### src/rtl/ps2_key_if.sv
// PS/2 keyboard pins plus the decoded key-event and held-key outputs.
// The keyboard side (master) drives the pins; the controller (slave) drives the events.
interface ps2_key_if;
    logic       ps2_clk;
    logic       ps2_data;
    logic [7:0] scancode;
    logic       code_valid;
    logic       code_ext;
    logic       code_break;
    logic       frame_err;
    logic [4:0] p1_keys;
    logic [4:0] p2_keys;

    modport master (
        output ps2_clk, ps2_data,
        input  scancode, code_valid, code_ext, code_break, frame_err, p1_keys, p2_keys
    );

    modport slave (
        input  ps2_clk, ps2_data,
        output scancode, code_valid, code_ext, code_break, frame_err, p1_keys, p2_keys
    );
endinterface

### src/rtl/ps2_key_controller.sv
// PS/2 receiver: frames 11-bit packets, resolves E0/F0 prefixes into key events and
// tracks the held state of both Bomberman players' keys.
//
// state  | meaning
// IDLE   | waiting for a start bit (data 0 on a PS/2 falling edge)
// DATA   | shifting in 8 data bits, LSB first
// PARITY | checking odd parity over data + parity bit
// STOP   | checking the stop bit, then back to IDLE
module ps2_key_controller #(
    parameter int unsigned TIMEOUT_CYCLES = 100000
) (
    input  logic       clk,
    input  logic       rst_n,
    ps2_key_if.slave   bus
);
    localparam int CW = (TIMEOUT_CYCLES > 2) ? $clog2(TIMEOUT_CYCLES) : 1;

    typedef enum logic [1:0] {IDLE, DATA, PARITY, STOP} state_t;

    // Reset asserts asynchronously but releases on a clock edge.
    logic [1:0] rst_sync;
    logic       rst_int_n;

    always_ff @(posedge clk or negedge rst_n) begin
        if (!rst_n) rst_sync <= 2'b00;
        else        rst_sync <= {rst_sync[0], 1'b1};
    end
    assign rst_int_n = rst_sync[1];

    logic [1:0] clk_sync;
    logic [1:0] data_sync;
    logic       clk_prev;
    logic       fall;
    logic       data_s;

    always_ff @(posedge clk or negedge rst_int_n) begin
        if (!rst_int_n) begin
            clk_sync  <= 2'b11;
            data_sync <= 2'b11;
            clk_prev  <= 1'b1;
        end else begin
            clk_sync  <= {clk_sync[0], bus.ps2_clk};
            data_sync <= {data_sync[0], bus.ps2_data};
            clk_prev  <= clk_sync[1];
        end
    end
    assign fall   = clk_prev & ~clk_sync[1];
    assign data_s = data_sync[1];

    state_t        state;
    logic [2:0]    bit_cnt;
    logic [7:0]    shift_reg;
    logic [7:0]    byte_q;
    logic          par_ok;
    logic          byte_done;
    logic          frame_err;
    logic [CW-1:0] tmo_cnt;

    always_ff @(posedge clk or negedge rst_int_n) begin
        if (!rst_int_n) begin
            state     <= IDLE;
            bit_cnt   <= 3'd0;
            shift_reg <= 8'h00;
            byte_q    <= 8'h00;
            par_ok    <= 1'b0;
            byte_done <= 1'b0;
            frame_err <= 1'b0;
            tmo_cnt   <= '0;
        end else begin
            byte_done <= 1'b0;
            frame_err <= 1'b0;
            if (state != IDLE && !fall && tmo_cnt == CW'(TIMEOUT_CYCLES - 1)) begin
                state     <= IDLE;
                frame_err <= 1'b1;
                tmo_cnt   <= '0;
            end else begin
                if (fall || state == IDLE) tmo_cnt <= '0;
                else                       tmo_cnt <= tmo_cnt + CW'(1);
                if (fall) begin
                    case (state)
                        IDLE: begin
                            if (!data_s) begin
                                state   <= DATA;
                                bit_cnt <= 3'd0;
                            end
                        end
                        DATA: begin
                            shift_reg <= {data_s, shift_reg[7:1]};
                            bit_cnt   <= bit_cnt + 3'd1;
                            if (bit_cnt == 3'd7) state <= PARITY;
                        end
                        PARITY: begin
                            par_ok <= ^{shift_reg, data_s};
                            state  <= STOP;
                        end
                        STOP: begin
                            if (data_s && par_ok) begin
                                byte_done <= 1'b1;
                                byte_q    <= shift_reg;
                            end else begin
                                frame_err <= 1'b1;
                            end
                            state <= IDLE;
                        end
                        default: state <= IDLE;
                    endcase
                end
            end
        end
    end

    logic       ext_flag;
    logic       brk_flag;
    logic [7:0] scancode;
    logic       code_valid;
    logic       code_ext;
    logic       code_break;

    always_ff @(posedge clk or negedge rst_int_n) begin
        if (!rst_int_n) begin
            ext_flag   <= 1'b0;
            brk_flag   <= 1'b0;
            scancode   <= 8'h00;
            code_valid <= 1'b0;
            code_ext   <= 1'b0;
            code_break <= 1'b0;
        end else begin
            code_valid <= 1'b0;
            if (byte_done) begin
                if (byte_q == 8'hE0) begin
                    ext_flag <= 1'b1;
                end else if (byte_q == 8'hF0) begin
                    brk_flag <= 1'b1;
                end else begin
                    scancode   <= byte_q;
                    code_ext   <= ext_flag;
                    code_break <= brk_flag;
                    code_valid <= 1'b1;
                    ext_flag   <= 1'b0;
                    brk_flag   <= 1'b0;
                end
            end else if (frame_err) begin
                ext_flag <= 1'b0;
                brk_flag <= 1'b0;
            end
        end
    end

    // Bit order in both vectors: {bomb, right, left, down, up}.
    logic [4:0] p1_keys;
    logic [4:0] p2_keys;

    always_ff @(posedge clk or negedge rst_int_n) begin
        if (!rst_int_n) begin
            p1_keys <= 5'b0;
            p2_keys <= 5'b0;
        end else if (code_valid) begin
            case ({code_ext, scancode})
                9'h029: p1_keys[4] <= ~code_break;
                9'h023: p1_keys[3] <= ~code_break;
                9'h01C: p1_keys[2] <= ~code_break;
                9'h01B: p1_keys[1] <= ~code_break;
                9'h01D: p1_keys[0] <= ~code_break;
                9'h05A: p2_keys[4] <= ~code_break;
                9'h174: p2_keys[3] <= ~code_break;
                9'h16B: p2_keys[2] <= ~code_break;
                9'h172: p2_keys[1] <= ~code_break;
                9'h175: p2_keys[0] <= ~code_break;
                default: ;
            endcase
        end
    end

    assign bus.scancode   = scancode;
    assign bus.code_valid = code_valid;
    assign bus.code_ext   = code_ext;
    assign bus.code_break = code_break;
    assign bus.frame_err  = frame_err;
    assign bus.p1_keys    = p1_keys;
    assign bus.p2_keys    = p2_keys;
endmodule

### src/flat_wrapper.sv
// flat-port wrapper written by rule: the top's interface ports become plain ports
module ps2_key_controller_flat 
#(
    parameter int unsigned TIMEOUT_CYCLES = 100000
)
  (clk, rst_n, bus_ps2_clk, bus_ps2_data, bus_scancode, bus_code_valid, bus_code_ext, bus_code_break, bus_frame_err, bus_p1_keys, bus_p2_keys);
  ps2_key_if bus_i ();
  input  logic clk;
  input  logic rst_n;
  input wire logic [$bits(bus_i.ps2_clk)-1:0] bus_ps2_clk;
  input wire logic [$bits(bus_i.ps2_data)-1:0] bus_ps2_data;
  output wire logic [$bits(bus_i.scancode)-1:0] bus_scancode;
  output wire logic [$bits(bus_i.code_valid)-1:0] bus_code_valid;
  output wire logic [$bits(bus_i.code_ext)-1:0] bus_code_ext;
  output wire logic [$bits(bus_i.code_break)-1:0] bus_code_break;
  output wire logic [$bits(bus_i.frame_err)-1:0] bus_frame_err;
  output wire logic [$bits(bus_i.p1_keys)-1:0] bus_p1_keys;
  output wire logic [$bits(bus_i.p2_keys)-1:0] bus_p2_keys;
  assign bus_i.ps2_clk = bus_ps2_clk;
  assign bus_i.ps2_data = bus_ps2_data;
  assign bus_scancode = bus_i.scancode;
  assign bus_code_valid = bus_i.code_valid;
  assign bus_code_ext = bus_i.code_ext;
  assign bus_code_break = bus_i.code_break;
  assign bus_frame_err = bus_i.frame_err;
  assign bus_p1_keys = bus_i.p1_keys;
  assign bus_p2_keys = bus_i.p2_keys;
  ps2_key_controller #(.TIMEOUT_CYCLES(TIMEOUT_CYCLES)) u_core (.clk(clk), .rst_n(rst_n), .bus(bus_i));
endmodule
### config.mk
export PLATFORM = sky130hd
export DESIGN_NAME = ps2_key_controller_flat
export DESIGN_NICKNAME = d
export VERILOG_FILES = /design/src/rtl/ps2_key_if.sv /design/src/rtl/ps2_key_controller.sv /design/src/flat_wrapper.sv
export SDC_FILE = /design/constraint.sdc
export NUM_CORES = 1
export LEC_CHECK = 0
export BUFFER_PORTS_ARGS = -buffer_cell sky130_fd_sc_hd__buf_4
export CAP_MARGIN = 20
export CORE_MARGIN = 2
export CORE_UTILIZATION = 45
export CTS_BUF_LIST = sky130_fd_sc_hd__clkbuf_8
export DETAILED_ROUTE_END_ITERATION = 8
export PLACE_DENSITY = 0.66
export REMOVE_ABC_BUFFERS = 1
export SETUP_SLACK_MARGIN = 0.1
export SLEW_MARGIN = 5
export SYNTH_ARGS = -nofsm -noshare
export SYNTH_HDL_FRONTEND = slang
export SYNTH_SLANG_ARGS = --single-unit
### constraint.sdc
create_clock -name clk -period 5.3 [get_ports clk]
set_input_delay 0.265 -clock clk [delete_from_list [all_inputs] [get_ports clk]]
set_output_delay 0.265 -clock clk [all_outputs]
set_load 0.1 [all_outputs]
* After elaboration in Yosys (flattened, before gate mapping) *
Cells that the tools add are included.

word-level totals
  bits in registers = 71
  bits of input ports = 4
  output and inout port bits = 22

operators by class
  reductions and logical operators = 29
  equality and inequality tests = 22
  bitwise operators = 6
  add/sub/neg operators = 2
  muxes and demuxes = 27

operators with widths
  cell                                                              number
  9-bit == test (second input constant)                             4
  17-bit 2-to-1 mux                                                 2
  9-bit by 5-bit == test with 1-bit output (second input constant)  3
  2-bit AND reduction                                               12
  9-bit by 6-bit == test with 1-bit output (second input constant)  2
  1-bit 2-to-1 mux                                                  18
  17-bit by 1-bit adder with 17-bit output (second input constant)  1
  17-bit == test (second input constant)                            1
  8-bit == test (second input constant)                             2
  3-bit AND reduction                                               4
  9-bit by 7-bit == test with 1-bit output (second input constant)  1
  9-bit XOR reduction                                               1
  2-bit 2-to-1 mux                                                  4
  2-bit one-hot mux with 4 select lines                             1
  4-bit AND reduction                                               2
  2-bit nonzero test                                                4
  3-bit inequality test (second input constant)                     2
  3-bit one-hot mux with 2 select lines                             1
  1-bit inverter                                                    5
  2-bit == test (second input constant)                             2
  2-bit inequality test (second input constant)                     2
  3-bit by 1-bit adder with 3-bit output (second input constant)    1
  3-bit == test (second input constant)                             1
  1-bit logical AND                                                 3
  other kinds (7)                                                   7

* Depth between registers and ports, before layout *
Gate-level depths: netlist (run 1).

  depth after elaboration = 7
  mapped depth = 7

* Worst setup path after synthesis (run 1) *
OpenSTA, ideal clock, no wires.

  kind = reg-to-reg
  start point = reg u_core.code_valid (netlist: u_core.bus.code_valid)
  end point = reg u_core.p1_keys[4] (netlist: u_core.bus.p1_keys[4])
  period minus slack after synthesis = 2.233 ns
  arrival time = 2.153 ns
  cell stages (with the launch flop) = 6
  data required time = 5.221 ns
  buffers on the path = 1
  slack = 3.067 ns
  cell sequence = dfrtp_1 or3b_1 or3_1 buf_6 nor3b_4 mux2i_1

between the ends
  word-level cells in the longest chain between the ends = 1

ends and longest elaborated chain
  what                           RTL line                   RTL
  from (decl)                    ps2_key_controller.sv:115  logic code_valid;
  from (signal assigned)         ps2_key_controller.sv:124  code_valid <= 1'b0;
  from (signal assigned)         ps2_key_controller.sv:128  code_valid <= 1'b0;
  from (signal assigned)         ps2_key_controller.sv:138  code_valid <= 1'b1;
  2-bit AND reduction (no line)  n/a
  to (signal assigned)           ps2_key_controller.sv:159  9'h029: p1_keys[4] <= ~code_break;
  to (decl)                      ps2_key_controller.sv:150  logic [4:0] p1_keys;

No other way between the ends.
A chain may end at the register's enable or synchronous reset.

* Final worst setup path (run 1) *
  start point = reg u_core.clk_prev
  end point = reg u_core.byte_q[3]

between the ends
  word-level cells in the longest chain between the ends = 6

ends and longest elaborated chain
  what                               RTL line                  RTL
  from (decl)                        ps2_key_controller.sv:32  logic clk_prev;
  from (signal assigned)             ps2_key_controller.sv:44  clk_prev <= clk_sync[1];
  1-bit bitwise AND (*)              ps2_key_controller.sv:47  assign fall = clk_prev & ~clk_sync[1];
  1-bit zero test                    ps2_key_controller.sv:72  if (state != IDLE && !fall && tmo_cnt == CW'(TIMEOUT_CYCLES - 1)) begin
  1-bit logical AND (2 in series)    ps2_key_controller.sv:72
  1-bit inverter (no line)           n/a
  4-bit AND reduction (no line) (*)  n/a
  to (signal assigned)               ps2_key_controller.sv:99  byte_q <= shift_reg;
  to (decl)                          ps2_key_controller.sv:53  logic [7:0] byte_q;

Mark *: on every way between the ends. The rest lies on a longest branch, timed or not.

==> out/qor.csv, run 1 <==
metric;value;unit
cts_tree;done;
power_frac_seq;46.8;%
clock_skew;0.01723;ns
cts.clk_slew.worst_paths;0.07;ns
root_buffer;clkbuf_8;
avgSynthCellArea;11.43;um2
hp-start;bus_ps2_data;
p_switching;0.0004338;W
cts.sinks;71;
cts_buffers;9;
post-route-drc-count;0;
fin_tns_setup;0;ns
ys_types;42;
grt_pass1_vias;2108;
peakVddDrop;0.0001998;V
routedWlPerCell;13.62;um
postCtsSetupRepairBufs;0;
yosys_warnings;0;
cp-start-kind;flop;
place_congestion;0.7662;
fin_crit_sh;38.75;%
syn_inst;281;
finalHoldViolations;0;
fillCellCount;625;
slew_headroom;33.25;%
top_level_ports;26;
detail_route.wirelength;5586;um
powerDensity;395.9;mW/mm2
path_max_fanout;11;
dieArea;0.007832;mm2
largest_reg_flops;17;
hold_depth;1;
hold_path_class;in -> reg;
outcome;finished clean;
core_area;0.006869;mm2
yosys-top-cells-area;dfrtp_1 51%, mux2_2 6.7%, dfstp_2 4.1%, nand2_1 3.6%, ha_1 3.1%;
synth_most_common_cell;dfrtp_1;
min_to;u_core.data_sync[0]$_DFF_PN1_;
synth_top_area_share;51.40;%
grt_max_degree;70;
r2r-end;u_core.byte_q[3]$_DFFE_PN0P_;
place_hpwl;3827;um
ctsResizeCount;0;
start_util;46.78;%
seqCellArea;0.001784;mm2
h-tree-depth;3;
r2r_slack;3.25;ns
seq_area_frac_synth;55.49;%
rows;30;
clock_latency;0.35;ns
grt_use_total;16.24;%
ys_ff_latch;71;
drive_above_1_share;22.29;%
max_cap_violations;0;
leakage;1.716;nW
first_iter_violations;70;
die_h;88.50;um
syn-cell-area;0.003213;mm2
endpoint_kind;flop;
vias_per_cell;5.210;
multi_input_area;0.001348;mm2
num_vias;2136;
worst_pin_slew;0.9904;ns
clockBufferDepth;2;
worstPathRequired;5.52;ns
synth-main-ff-cell;dfrtp_1;
max_freq;486.9;MHz
drtAntennaViolNets;0;
setup_viol;0;
synth_area_leader_cell;dfrtp_1;
switching_share;29.53;%
n_antenna_cell;0;
die_w;88.50;um
synthToLayoutAreaGrowth;15.50;%
p_clk_share;31.7;%
synthTopCellsByCount;66 x dfrtp_1, 31 x nand2_1, 19 x mux2_2, 18 x nor2_1, 18 x o21ai_0;
portBuffers;25;
top_register;u_core.tmo_cnt;
rr_startpoint;u_core.clk_prev$_DFF_PN1_;
worstPathArrival;2.27;ns
final_util;54.03;%
antenna_found_initial;0;
synthArstFlopShare;100.0;%
overflow;0;
dr.pass1.iters;4;
grt_setup_unrepaired;no;
r2r_cells;3;
p_int;0.001035;W
min_period;2.054;ns
p_comb_share;21.5;%
hold-worst-slack;0.02615;ns
nets;321;
drv_slew;0;
crit_type;reg -> reg;
grt_pass1_wl;9756;um
synth-edff-count;0;
[worst max-delay path: stages, from the launching register on]
cell     delay (ns)
dfstp_2        0.51
nor2b_1        0.49
and4_1         0.54
mux2_2         0.39
[layer usage]
| layer | global-route usage (%) | up-vias | wire (um) |
|---|---|---|---|
| met5 | 0 | - | 0 |
| met4 | 5.923 | 0 | 64 |
| met3 | 5.410 | 6 | 189 |
| met2 | 26.66 | 29 | 2766 |
| met1 | 20.11 | 1055 | 2565 |
| li1 | - | 1046 | - |
[placed cells by master (no fill, tap or decap), types with 2 or more instances in the layout]
| cell type | synthesis | layout |
|---|---|---|
| o21ai_0 | 18 | 18 |
| dfrtp_1 | 66 | 65 |
| clkbuf_8 | 0 | 10 |
| and4_1 | 4 | 4 |
| dfstp_2 | 5 | 5 |
| buf_4 | 0 | 26 |
| nand4_1 | 5 | 5 |
| nor4bb_1 | 3 | 3 |
| nand2_1 | 31 | 31 |
| mux2i_1 | 3 | 3 |
| nor2b_1 | 2 | 2 |
| nor3_1 | 3 | 3 |
| or3_1 | 3 | 3 |
| inv_1 | 10 | 13 |
| xnor2_1 | 10 | 10 |
| a21oi_1 | 5 | 5 |
| o22a_1 | 2 | 2 |
| and3_1 | 2 | 2 |
| o31ai_1 | 6 | 6 |
| nor4b_1 | 2 | 2 |
| nor2_1 | 18 | 18 |
| xor2_1 | 9 | 9 |
| nand4b_1 | 2 | 2 |
| mux2_2 | 19 | 19 |
| nand3_1 | 9 | 9 |
| nand3b_1 | 2 | 2 |
| o41ai_1 | 7 | 6 |
| ha_1 | 8 | 8 |
| nand2b_1 | 5 | 5 |
| bufinv_16 | 0 | 2 |
[logic make-up (layout without fill, tap and decap cells)]
family	Yosys count	count (layout)	share of synthesized area, %
AND/OR/NAND/NOR	98	98	16.78
flip-flops	71	71	55.49
AO/OA/AOI/OAI	41	41	8.217
multiplexers	22	22	7.594
XOR/XNOR	20	20	5.880
buffers and inverters	20	53	2.804
adder cells (fa/ha/maj)	8	8	3.115
other	1	1	0.1167
[layout make-up]
type	count	share of cell area (%)
timing repair buffer	27	5.529
sequential	71	48.08
inverter	10	1.011
tap	96	3.237
multi-input combinational	190	36.31
clock inverter	6	2.124
clock buffer	10	3.709
[power groups by stage]
stage	Combinational [W]	Sequential, W	Clock [W]
6_report	0.000316	0.000687	0.000466
5_1_grt	0.000363	0.000699	0.000502
4_1_cts	0.000322	0.000688	0.000480
3_5_place_dp	0.000319	0.000697	0
3_3_place_gp	0.000311	0.000695	0
2_1_floorplan	0.000231	0.000709	0
[per-stage QoR]
stage / instance area (um2) / worst slack (ns) / power (W) / std cells
after floorplan: 3161 / 3.048 / 0.0009398 / 271
after global placement: 3485 / 3.307 / 0.001006 / 393
after detailed placement: 3485 / 3.236 / 0.001016 / 393
after CTS: 3711 / 3.212 / 0.001491 / 410
after global routing: 3711 / 3.133 / 0.001564 / 410
final: 3711 / 3.246 / 0.001469 / 410
[how the worst max path moves through the flow]
stage	start	endpoint	cells past startpoint
global placement	u_core.clk_prev$_DFF_PN1_	u_core.byte_q[3]$_DFFE_PN0P_	3
floorplan	u_core.bus.code_valid$_DFF_PN0_	u_core.bus.p1_keys[4]$_DFFE_PN0P_	4
detailed placement	u_core.clk_prev$_DFF_PN1_	u_core.byte_q[7]$_DFFE_PN0P_	3
finish	u_core.clk_prev$_DFF_PN1_	u_core.byte_q[3]$_DFFE_PN0P_	3
global route	u_core.clk_prev$_DFF_PN1_	u_core.byte_q[6]$_DFFE_PN0P_	3
CTS	u_core.clk_prev$_DFF_PN1_	u_core.byte_q[3]$_DFFE_PN0P_	3
[what timing repair did]
action | CTS | global route
hold endpoints to repair | 2 | 0
endpoints found under the setup margin | 0 | 0
hold buffers | 1 | 0
Note: power is estimated with default switching activity, not from simulation.
==> inputs of run 2 (changes only) <==
--- a/config.mk
+++ b/config.mk
@@ -11,7 +11,7 @@
 export CORE_UTILIZATION = 45
 export CTS_BUF_LIST = sky130_fd_sc_hd__clkbuf_8
 export DETAILED_ROUTE_END_ITERATION = 8
-export PLACE_DENSITY = 0.66
+export PLACE_DENSITY = 0.68
 export REMOVE_ABC_BUFFERS = 1
 export SETUP_SLACK_MARGIN = 0.1
 export SLEW_MARGIN = 5
==> constraint.sdc (replaced) <==
create_clock -name clk -period 1.7 [get_ports clk]
set_input_delay 0.085 -clock clk [delete_from_list [all_inputs] [get_ports clk]]
set_output_delay 0.085 -clock clk [all_outputs]
set_load 0.1 [all_outputs]
==> run 2 against run 1 <==
Against the previous run:
- clock power grew to 2.9 times the previous value
- sequential power grew to 3.1 times the previous value
- total power grew to 3.1 times the previous value
- clock skew is 0.0050 ns lower
- worst hold slack gained 0.029 ns
- critical endpoint is now u_core.bus.p1_keys[4]$_DFFE_PN0P_
==> out/qor.csv, run 2 (synthesized netlist as in run 1, its figures left out) <==
metric;value;unit
nets;340;
layout_commonest_cell;dfrtp_1;
grt_use_total;16.25;%
clock_skew;0.01220;ns
powerDensity;1172;mW/mm2
hold_path_class;in -> async;
path_max_fanout;7;
max_freq;610.5;MHz
place_congestion;0.7694;
place_area;0.003582;mm2
top_register;u_core.tmo_cnt;
drv_slew;0;
routedWlPerCell;13.31;um
drive_above_1_share;31.53;%
detail_route.wirelength;5710;um
drtAntennaViolNets;0;
final_cells;429;
setup_slack;0.06212;ns
place_hpwl;4121;um
final_area;0.003915;mm2
pre_cts_slack;-0.003762;ns
dieArea;0.007832;mm2
fin_crit_sh;96.35;%
h-tree-depth;3;
die_w;88.50;um
outcome;finished clean;
num_vias;2231;
cts.sinks;71;
die_h;88.50;um
cp-start-kind;flop;
crit_type;reg -> reg;
max_cap_violations;0;
cts_buffers;9;
root_buffer;clkbuf_8;
endpoint_kind;flop;
vias_per_cell;5.200;
placed_cells_incl_taps;406;
rows;30;
setup_viol;0;
dr.pass1.iters;4;
overflow;0;
portBuffers;25;
first_iter_violations;75;
n_antenna_cell;0;
cts.clk_slew.worst_paths;0.07;ns
grt_max_degree;22;
worstPathArrival;1.91;ns
clockBufferDepth;2;
clock_latency;0.34;ns
grt_pass1_vias;2126;
top_level_ports;26;
finalHoldViolations;0;
start_util;46.78;%
min_period;1.638;ns
cts_tree;done;
worstPathRequired;1.97;ns
post-route-drc-count;0;
leakage;1.803;nW
core_area;0.006869;mm2
largest_reg_flops;17;
antenna_found_initial;0;
synthToLayoutAreaGrowth;21.85;%
final_cell_mix;61 x dfrtp_1, 43 x buf_4, 29 x nand2_1, 18 x nor2_1, 18 x mux2_2;
grt_setup_unrepaired;yes;
peakVddDrop;0.0008223;V
grt_pass1_wl;9763;um
[run 2: cell types whose count changed in the layout (fill, tap and decap cells not counted), moves of 3 or more]
cell,previous run,this run
buf_4,26,43
dfrtp_1,65,61
dfrtp_2,1,5
o21ai_0,18,15
o31ai_1,6,3
o31ai_2,0,3
[run 2: cell type report]
class                   count  area [um2]
clock buffers              11       151.4
clock inverters             5       50.05
fillers                   585        2954
inverters                  10       37.54
multi-input cells         190        1414
flip-flops and latches     71        1789
well taps                  96       120.1
repair buffers             46       352.8
[run 2: final timing paths]
check | start | to | slack, ns | depth (start not counted)
min | rst_n | u_core.rst_sync[1]$_DFF_PN0_ | 0.05 | 2
min in group clk | u_core.clk_sync[0]$_DFF_PN1_ | u_core.clk_sync[1]$_DFF_PN1_ | 0.36 | 0
max in group asynchronous | u_core.rst_sync[1]$_DFF_PN0_ | u_core.bus.p2_keys[4]$_DFFE_PN0P_ | 1.04 | 1
max | u_core.bus.code_ext$_DFFE_PN0P_ | u_core.bus.p1_keys[4]$_DFFE_PN0P_ | 0.06 | 4
min reg2reg | u_core.rst_sync[1]$_DFF_PN0_ | u_core.bit_cnt[2]$_DFFE_PN0P_ | 0.11 | 0
max reg2reg | u_core.bus.code_ext$_DFFE_PN0P_ | u_core.bus.p1_keys[4]$_DFFE_PN0P_ | 0.06 | 4
[run 2: timing repair]
item / CTS / global route
setup buffers: 0 / 4
endpoints found under the setup margin: 9 / 29
pin swaps: 0 / 4
gates resized for setup: 4 / 19
hold endpoints to repair: 4 / 0
cloned: 0 / 0
hold buffers: 3 / 0
[run 2: power by group]
| group | internal [W] | switching (W) | leakage (nW) | total (W) |
|---|---|---|---|---|
| registers | 0.00192 | 0.000244 | 0.942 | 0.00216 |
| clock network | 0.000744 | 0.000583 | 0.108 | 0.00133 |
| logic | 0.000532 | 0.000563 | 0.753 | 0.00109 |
[run 2: metal layers]
layer  up-vias  track usage [%]  routed length, um
li1       1081                -                  -
met1      1099            21.88               2664
met2        41            25.63               2739
met3        10            2.799                179
met4         0            7.851                126
met5         -                0                  0
[run 2: worst max-delay path: stages, from the launching register on]
cell	delay, ns
dfrtp_1	0.38
or3b_1	0.39
or3_4	0.39
nor3b_4	0.22
mux2i_1	0.19
[run 2: stage by stage]
step | hold slack [ns] | util [%] | TNS, ns | total power (W)
3_3_place_gp | -0.1329 | 52.15 | 0 | 0.003182
3_5_place_dp | -0.1319 | 52.15 | -0.003762 | 0.003229
4_1_cts | 0.03198 | 55.70 | 0 | 0.004584
2_1_floorplan | -0.2106 | - | -35.20 | 0.002930
5_1_grt | 0.05421 | 56.99 | -0.01199 | 0.004855
6_report | 0.05481 | 56.99 | 0 | 0.004587
==> inputs of run 3 (changes only) <==
--- a/config.mk
+++ b/config.mk
@@ -11,7 +11,7 @@
 export CORE_UTILIZATION = 45
 export CTS_BUF_LIST = sky130_fd_sc_hd__clkbuf_8
 export DETAILED_ROUTE_END_ITERATION = 8
-export PLACE_DENSITY = 0.68
+export PLACE_DENSITY = 0.66
 export REMOVE_ABC_BUFFERS = 1
 export SETUP_SLACK_MARGIN = 0.1
 export SLEW_MARGIN = 5
==> constraint.sdc (replaced) <==
create_clock -name clk -period 1.9 [get_ports clk]
set_input_delay 0.095 -clock clk [delete_from_list [all_inputs] [get_ports clk]]
set_output_delay 0.095 -clock clk [all_outputs]
set_load 0.1 [all_outputs]
==> run 3 against run 2 <==
Against the previous run:
- sequential cell count unchanged
- non-clock buffer count down 8
- critical path type unchanged
- global-route usage down 0.28 points
==> out/qor.csv, run 3 (synthesized netlist as in run 1, its figures left out) <==
metric;value;unit
leakage;1.771;nW
clock_skew;0.009046;ns
path_cells;or3b_1 -> or3_4 -> nor3b_4 -> mux2i_1;
place_hpwl;3951;um
r2r_slack;0.22;ns
num_vias;2118;
rr_startpoint;u_core.bus.code_ext$_DFFE_PN0P_;
portBuffers;25;
final_cells;421;
fin_tns_setup;0;ns
drtAntennaViolNets;0;
grt_pass1_vias;2080;
detail_route.wirelength;5567;um
powerDensity;1091;mW/mm2
final_cell_mix;65 x dfrtp_1, 34 x buf_4, 30 x nand2_1, 19 x mux2_2;
crit_type;reg -> reg;
rows;30;
synthToLayoutAreaGrowth;19.31;%
overflow;0;
final_area;0.003834;mm2
cts.sinks;71;
h-tree-depth;3;
hold_path_class;in -> async;
max_cap_violations;0;
switching_share;29.22;%
start_util;46.78;%
routedWlPerCell;13.22;um
slowest_stage;dfrtp_1;
power_frac_seq;45.7;%
top_register;u_core.tmo_cnt;
cts.clk_slew.worst_paths;0.08;ns
core_area;0.006869;mm2
setup_slack;0.2226;ns
slowest_delay;0.41;ns
cp.buffers_inverters;0;
grt_use_total;15.97;%
dr.pass1.iters;4;
setup_viol;0;
grt_max_degree;27;
clock_latency;0.34;ns
die_h;88.50;um
cts_tree;done;
cp_top_family;simple AND/OR/NAND/NOR gates;
grt_pass1_wl;9604;um
largest_reg_flops;17;
max_freq;596.2;MHz
worstPathArrival;1.95;ns
postCtsSetupRepairBufs;0;
p_comb_share;21.6;%
cp-start-kind;flop;
nets;332;
power;0.004183;W
peakVddDrop;0.0006174;V
clockBufferDepth;2;
r2r_cells;4;
drive_above_1_share;25.85;%
endpoint_kind;flop;
finalHoldViolations;0;
root_buffer;clkbuf_8;
layout_commonest_cell;dfrtp_1;
p_clk_share;32.7;%
top_level_ports;26;
worst-path-stages;4;
p_int;0.002961;W
worstPathRequired;2.17;ns
die_w;88.50;um
placed_cells_incl_taps;402;
grt_setup_unrepaired;no;
path_max_fanout;7;
pre_cts_slack;0.1508;ns
min_period;1.677;ns
vias_per_cell;5.031;
antenna_found_initial;0;
n_antenna_cell;0;
cts_buffers;9;
post-route-drc-count;0;
p_switching;0.001222;W
dieArea;0.007832;mm2
first_iter_violations;79;
outcome;finished clean;
r2r-end;u_core.bus.p1_keys[4]$_DFFE_PN0P_;
drv_slew;0;
place_area;0.003565;mm2
place_congestion;0.8435;
fin_crit_sh;88.28;%
[run 3: cell types whose count changed in the layout (fill, tap and decap cells not counted), moves of 2 or more]
cell	delta
dfrtp_1	+4
o31ai_1	+3
inv_1	-2
buf_4	-9
dfrtp_2	-4
o21ai_1	-2
o21ai_0	+3
ha_1	+2
o31ai_2	-3
[run 3: stage by stage]
stage	utilization [%]	hold WS, ns
detailed placement	51.89	-0.1221
global route	55.81	0.06193
finish	55.81	0.06672
global placement	51.89	-0.1223
floorplan	-	-0.2006
CTS	55.70	0.04335
[run 3: power by group through the flow]
stage | combinational (W) | clock (W) | sequential [W]
after floorplan | 0.000643 | 0 | 0.00198
after global placement | 0.000883 | 0 | 0.00194
after detailed placement | 0.000899 | 0 | 0.00194
after CTS | 0.000912 | 0.00140 | 0.00191
after global routing | 0.00102 | 0.00145 | 0.00195
final | 0.000905 | 0.00137 | 0.00191
[run 3: layout make-up]
class	count	area (um2)
multi-input combinational	190	1355
fill	597	3035
sequential	71	1784
inverter	10	37.54
clock buffer	11	151.4
tap	96	120.1
clock inverter	5	80.08
timing repair buffer	38	305.3
[run 3: layer usage]
| metal | global-route usage (%) | vias up | share of wire (%) |
|---|---|---|---|
| met1 | 19.99 | 1013 | 46 |
| met3 | 4.571 | 7 | 2.9 |
| met5 | 0 | - | 0 |
| met4 | 5.510 | 0 | 1.4 |
| li1 | - | 1065 | - |
| met2 | 26.66 | 33 | 49 |
[run 3: worst max path at each step]
stage	from	to
final	u_core.bus.code_ext$_DFFE_PN0P_	u_core.bus.p1_keys[4]$_DFFE_PN0P_
after global routing	u_core.bus.code_ext$_DFFE_PN0P_	u_core.bus.p1_keys[1]$_DFFE_PN0P_
after CTS	u_core.bus.code_ext$_DFFE_PN0P_	u_core.bus.p1_keys[4]$_DFFE_PN0P_
after detailed placement	u_core.bus.code_ext$_DFFE_PN0P_	u_core.bus.p1_keys[4]$_DFFE_PN0P_
after global placement	u_core.bus.code_ext$_DFFE_PN0P_	u_core.bus.p1_keys[4]$_DFFE_PN0P_
after floorplan	u_core.bus.code_valid$_DFF_PN0_	u_core.bus.p1_keys[4]$_DFFE_PN0P_
[run 3: timing repair]
action,in CTS,in global routing
endpoints found under the hold margin,4,0
gates resized for setup,0,2
hold buffers,3,0
endpoints found under the setup margin,0,5
